**src/rtl/mem_arbiter.sv**
```systemverilog
// Two-requester (core / loader) arbiter in front of a single-port memory with
// fixed read latency. Round-robin arbitration, loader lock, in-order read return.
module mem_arbiter #(
  parameter int DATA_W = 8,
  parameter int ADDR_W = 8,
  parameter int RD_LAT = 2
) (
  input  logic              clk,
  input  logic              rst_n,
  input  logic              c_req,
  input  logic              c_we,
  input  logic [ADDR_W-1:0] c_addr,
  input  logic [DATA_W-1:0] c_wdata,
  output logic              c_gnt,
  output logic              c_rvalid,
  output logic [DATA_W-1:0] c_rdata,
  input  logic              l_req,
  input  logic              l_we,
  input  logic              l_lock,
  input  logic [ADDR_W-1:0] l_addr,
  input  logic [DATA_W-1:0] l_wdata,
  output logic              l_gnt,
  output logic              l_rvalid,
  output logic [DATA_W-1:0] l_rdata,
  output logic              mem_en,
  output logic              mem_we,
  output logic [ADDR_W-1:0] mem_addr,
  output logic [DATA_W-1:0] mem_wdata,
  input  logic [DATA_W-1:0] mem_rdata,
  output logic              busy
);

  typedef enum logic {ARB, LOCKED} state_t;

  typedef struct packed {
    logic              we;
    logic [ADDR_W-1:0] addr;
    logic [DATA_W-1:0] wdata;
  } acc_t;

  state_t      state, state_nxt;
  logic        last_l;               // 1: loader was granted most recently
  logic [RD_LAT:0] vld_pipe;         // read in flight per stage
  logic [RD_LAT:0] tag_pipe;         // owner per stage, 1 = loader
  acc_t        c_acc, l_acc, sel;
  logic        any_gnt;

  assign c_acc   = '{we: c_we, addr: c_addr, wdata: c_wdata};
  assign l_acc   = '{we: l_we, addr: l_addr, wdata: l_wdata};
  assign any_gnt = c_gnt | l_gnt;
  assign sel     = l_gnt ? l_acc : c_acc;

  always_ff @(posedge clk or negedge rst_n) begin
    if (!rst_n) state <= ARB;
    else        state <= state_nxt;
  end

  always_comb begin
    state_nxt = state;
    case (state)
      ARB:    if (l_gnt && l_lock)  state_nxt = LOCKED;
      LOCKED: if (l_gnt && !l_lock) state_nxt = ARB;
      default: state_nxt = ARB;
    endcase
  end

  // Grants are gated by reset so nothing is offered while rst_n is low.
  always_comb begin
    c_gnt = 1'b0;
    l_gnt = 1'b0;
    if (rst_n) begin
      case (state)
        ARB: begin
          if (c_req && l_req) begin
            c_gnt = last_l;
            l_gnt = !last_l;
          end else begin
            c_gnt = c_req;
            l_gnt = l_req;
          end
        end
        LOCKED:  l_gnt = l_req;
        default: ;
      endcase
    end
  end

  always_ff @(posedge clk or negedge rst_n) begin
    if (!rst_n) begin
      mem_en    <= 1'b0;
      mem_we    <= 1'b0;
      mem_addr  <= '0;
      mem_wdata <= '0;
      last_l    <= 1'b1;
      vld_pipe  <= '0;
      tag_pipe  <= '0;
    end else begin
      mem_en    <= any_gnt;
      mem_we    <= any_gnt & sel.we;
      mem_addr  <= any_gnt ? sel.addr  : '0;
      mem_wdata <= any_gnt ? sel.wdata : '0;
      if (any_gnt) last_l <= l_gnt;
      vld_pipe  <= {vld_pipe[RD_LAT-1:0], any_gnt & ~sel.we};
      tag_pipe  <= {tag_pipe[RD_LAT-1:0], l_gnt};
    end
  end

  assign c_rvalid = vld_pipe[RD_LAT] & ~tag_pipe[RD_LAT];
  assign l_rvalid = vld_pipe[RD_LAT] &  tag_pipe[RD_LAT];
  assign c_rdata  = c_rvalid ? mem_rdata : '0;
  assign l_rdata  = l_rvalid ? mem_rdata : '0;
  assign busy     = (state == LOCKED) | (|vld_pipe);

endmodule

```
**config.mk**
```make
export PLATFORM = sky130hd
export DESIGN_NAME = mem_arbiter
export DESIGN_NICKNAME = d
export VERILOG_FILES = /design/src/rtl/mem_arbiter.sv
export SDC_FILE = /design/constraint.sdc
export NUM_CORES = 1
export LEC_CHECK = 0
export CORE_UTILIZATION = 35
export DETAILED_ROUTE_END_ITERATION = 7
export GPL_TIMING_DRIVEN = 0
export HOLD_SLACK_MARGIN = 0.03
export PLACE_DENSITY = 0.79
export SETUP_SLACK_MARGIN = 0.1
export SLEW_MARGIN = 10
export SYNTH_ARGS = -nofsm -noshare
export SYNTH_HDL_FRONTEND = slang
export SYNTH_SLANG_ARGS = --single-unit
```
**constraint.sdc**
```tcl
create_clock -name clk -period 1.55 [get_ports clk]
set_input_delay 0.155 -clock clk [delete_from_list [all_inputs] [get_ports clk]]
set_output_delay 0.155 -clock clk [all_outputs]
set_load 0.02 [all_outputs]
```
After elaboration in Yosys (flattened, before gate mapping) --
Index checks and enable logic that the tools add are counted.
Operators by class: reductions and logical operators 6, bitwise logic cells 9, muxes and demuxes 14
Operators with widths (number):
- 2-to-1 mux 8 bit | 4
- 2-to-1 mux 17 bit | 1
- 2-to-1 mux 1 bit | 7
- bitwise AND 1 bit | 4
- one-hot mux 1 bit (2 select lines) | 2
- logical AND 1 bit | 3
- NOT 1 bit | 3
- OR reduction 3 bit | 1
- logical NOT 1 bit | 2
- OR 1 bit | 2
Word-level totals: bits of input ports 47, logic and storage cells 37, output and inout bits 39, bits in registers 26

Longest topological paths before layout --
Gate-level depths: netlist of the first run.
depth after elaboration 7, depth in mapped cells 5, gate-level depth less buffers 3

Worst setup path before layout of the first run --
No wires, ideal clock.
path kind register to output, start point register tag_pipe[2], end point output port c_rdata[0], arrival 1.136 ns, data required time 1.395 ns, stages on the path, launching flop included 4, path buffers 1, setup slack 0.259 ns, path through dfrtp_1 -> nor2b_1 -> clkbuf_1 -> and2_1
Between the ends: longest elaborated chain between the ends 3
Ends and longest elaborated chain:
- start, declared | RTL line 44 | logic [RD_LAT:0] tag_pipe;
- start signal, assigned | RTL line 104 | tag_pipe <= {tag_pipe[RD_LAT-1:0], l_gnt};
- NOT 1 bit | RTL line 108 | assign c_rvalid = vld_pipe[RD_LAT] & ~tag_pipe[RD_LAT];
- bitwise AND 1 bit | RTL line 108
- named net c_rvalid | RTL line 15 | output logic c_rvalid,
- 2-to-1 mux 8 bit | RTL line 110 | assign c_rdata = c_rvalid ? mem_rdata : '0;
- end, declared | RTL line 16 | output logic [DATA_W-1:0] c_rdata,
The timed path passes the listed nets, and every way through them passes these cells.

==> reports/results.tsv, run 1 <==
metric	value	unit
status	finished with violations	
violations	setup timing	
hp-start	rst_n	
diodes	0	
final_layout_size_suffix_gt1_share	35.2	%
place_congestion	0.789	
power.density	730	nW/um2
crit_path_top_delay_cell	or4_4	
cts_buffer_depth	2	
synthAdderAreaFrac	0	%
hold_viol_final	0	
setup_ws	-0.0876	ns
path_buf_inv	1	
hold_end	mem_wdata[7]$_DFF_PN0_	
end_kind	output port	
antenna_found_initial	0	
routedWlPerCell	16.0	um
vias_per_cell	5.13	
final_common_cell	clkdlybuf4s50_1	
async_flop_share	100	%
final_core_util	74.7	%
ys_types	25	
drt-initial-drc-count	39	
grt_max_degree	27	
final_max_slew_viol_count	0	
internal-power	1.29	mW
synth_nets	169	
worstSetupPathType	register to output port	
max_cap_viol_count	0	
row_count	21	
synth_top_family_by_area	simple AND/OR/NAND/NOR gates	
dr.pass1.iters	4	
rrSetupSlack	0.19	ns
cts_tree	done	
ys.flop_type	dfrtp_1	
p_seq_share	42.0	%
crit_path_start_kind	register	
ys_warn_count	0	
portBuffers	85	
cts_root_buf	clkbuf_4	
grt_pass1_vias	1359	
p_leak	1.28	nW
fin_nets	278	
timing.hold.ws	0.227	ns
die_w	62.3	um
die_h	62.3	um
grt_pass1_wl	6310	um
numCtsBuffers	3	
worstMarginPinSlew	0.366	ns
grt-ovfl-total	0	
slew_headroom	75.6	%
fin_crit	1.64	ns
synth-xor-area-share	0	%
boundaryPins	86	
p_switching	0.569	mW
slowest_delay	0.53	ns
syn-cell-area	1270	um2
fin_crit_sh	106	%
dr_total_vias	1415	
pre_cts_ws	-1.52	ns
area.growth.synth_to_final	101	%
postRouteAntennaNets	0	
dp_hpwl	2910	um
synth_compound_area_share	20.0	%
max_freq	611	MHz
floorplan.initialDensity	37.2	%
ys_ff_latch	26	
pwr-share-comb	39.3	%
r2r_end	mem_wdata[7]$_DFF_PN0_	
syn_inst	122	
drc_errors	0	
cts_sinks	26	
die_area	3880	um2
cp_max_fo	3	
synth_mux_area_share	0	%
synth-simple-area-share	21.8	%
setup-violations-final	1	
coreArea	3420	um2
worstPathCellList	or4_4 -> buf_6	
crit_family	simple AND/OR/NAND/NOR gates	
yosysSeqAreaShare	51.3	%
groute.usage.overall	20.6	%
final_cell_mix	45 x clkdlybuf4s50_1, 29 x buf_6, 23 x dfrtp_1	
synth.avg_cell_area	10.4	um2
worstHoldPathCells	3	
switching_share	30.5	%
wl	4420	um
hold_path.class	input pin to register	
skew	0.0115	ns
required	1.39	ns
cts.htree.levels	1	
pwr-share-clk	18.7	%
rr_worst_depth	5	
worstPathArrival	1.48	ns
clk_pin_slew_worst_paths	0.15	ns
rsz0062_at_grt	yes	
insertion_delay	0.32	ns
max-vdd-ir-drop	0.000520	V
synth-edff-count	0	
[cells in the mapped netlist (2+ instances only)]
| cell | count | area share, % |
|---|---|---|
| o21ai_1 | 9 | 3.5 |
| dfrtp_1 | 25 | 49 |
| clkbuf_1 | 2 | 0.59 |
| buf_4 | 5 | 3.0 |
| nand3b_1 | 2 | 1.2 |
| nand3_1 | 18 | 7.1 |
| a21boi_0 | 2 | 1.2 |
| and3_1 | 9 | 4.4 |
| o21ai_0 | 7 | 2.8 |
| buf_6 | 3 | 2.7 |
| buf_2 | 2 | 0.79 |
| and2_1 | 10 | 4.9 |
| o211ai_1 | 16 | 9.4 |
[registers in the layout (all words and copies together), names as in the netlist, named ones only]
| register | count |
|---|---|
| mem_wdata | 8 |
| mem_we | 1 |
| vld_pipe | 3 |
| tag_pipe | 3 |
| last_l | 1 |
| mem_en | 1 |
| mem_addr | 8 |
[tightest hold or removal path, stage by stage]
cell and delay, ns:
buf_4 0.14, o211ai_1 0.09, o21ai_0 0.12
[power groups by stage]
stage	logic (mW)	clock network, mW	registers, mW
global placement	0.574	0	0.796
detailed placement	0.587	0	0.798
global route	0.774	0.385	0.790
CTS	0.662	0.357	0.782
finish	0.732	0.348	0.782
floorplan	0.217	0	0.847
[repair_timing]
item / in CTS / in global routing
resized for setup: 114 / 69
endpoints found under the hold margin: 26 / 0
buffers inserted: 9 / 7
pin swaps: 3 / 1
endpoints found under the setup margin: 48 / 43
cloned: 1 / 0
hold buffers: 2 / 0
[cells by family (layout without fill, tap and decap cells)]
| family | count (synthesis) | after routing |
|---|---|---|
| DFF | 26 | 26 |
| AOI/OAI and AO/OA | 38 | 38 |
| and+or+nand+nor | 46 | 46 |
| buffers and inverters | 12 | 120 |
[stage by stage]
step | TNS, ns | instances | power [mW] | instance area (um2)
after detailed placement | -25.83 | 253 | 1.38 | 2180
after global placement | -24.29 | 253 | 1.37 | 2180
after CTS | -0.489 | 269 | 1.80 | 2350
after floorplan | 0 | 122 | 1.06 | 1270
after global routing | -0.231 | 276 | 1.95 | 2550
final | -0.0876 | 276 | 1.86 | 2550
[metal layers]
metal | vias up | track usage (%) | wire length [um]
met4 | 0 | 4.65 | 71
met2 | 71 | 40.2 | 2390
met3 | 8 | 6.07 | 327
met5 | - | 0 | 0
li1 | 659 | - | -
met1 | 677 | 21.2 | 1630
[how the worst max path moves through the flow]
stage,to,slack [ns],depth (start not counted)
floorplan,c_rdata[0],0.26,3
global placement,l_gnt,-1.48,5
CTS,busy,-0.10,3
global route,busy,-0.12,2
detailed placement,l_gnt,-1.52,5
finish,busy,-0.09,2
[final cells by class]
type                       instances  area (um2)
timing repair buffer             104        1070
fill                             235         866
sequential                        26         654
multi-input combinational         84         623
buffer                            12         106
tap                               46        57.6
clock buffer                       4        36.3
No activity file was read; power rests on OpenSTA's default activity.
==> run 2: changes to the inputs <==
--- a/config.mk
+++ b/config.mk
@@ -5,6 +5,7 @@
 export SDC_FILE = /design/constraint.sdc
 export NUM_CORES = 1
 export LEC_CHECK = 0
+export ABC_CLOCK_PERIOD_IN_PS = 1550
 export CORE_UTILIZATION = 35
 export DETAILED_ROUTE_END_ITERATION = 7
 export GPL_TIMING_DRIVEN = 0
==> results of run 2 <==
Final layout, timing and power as in run 1 (identical DEF).
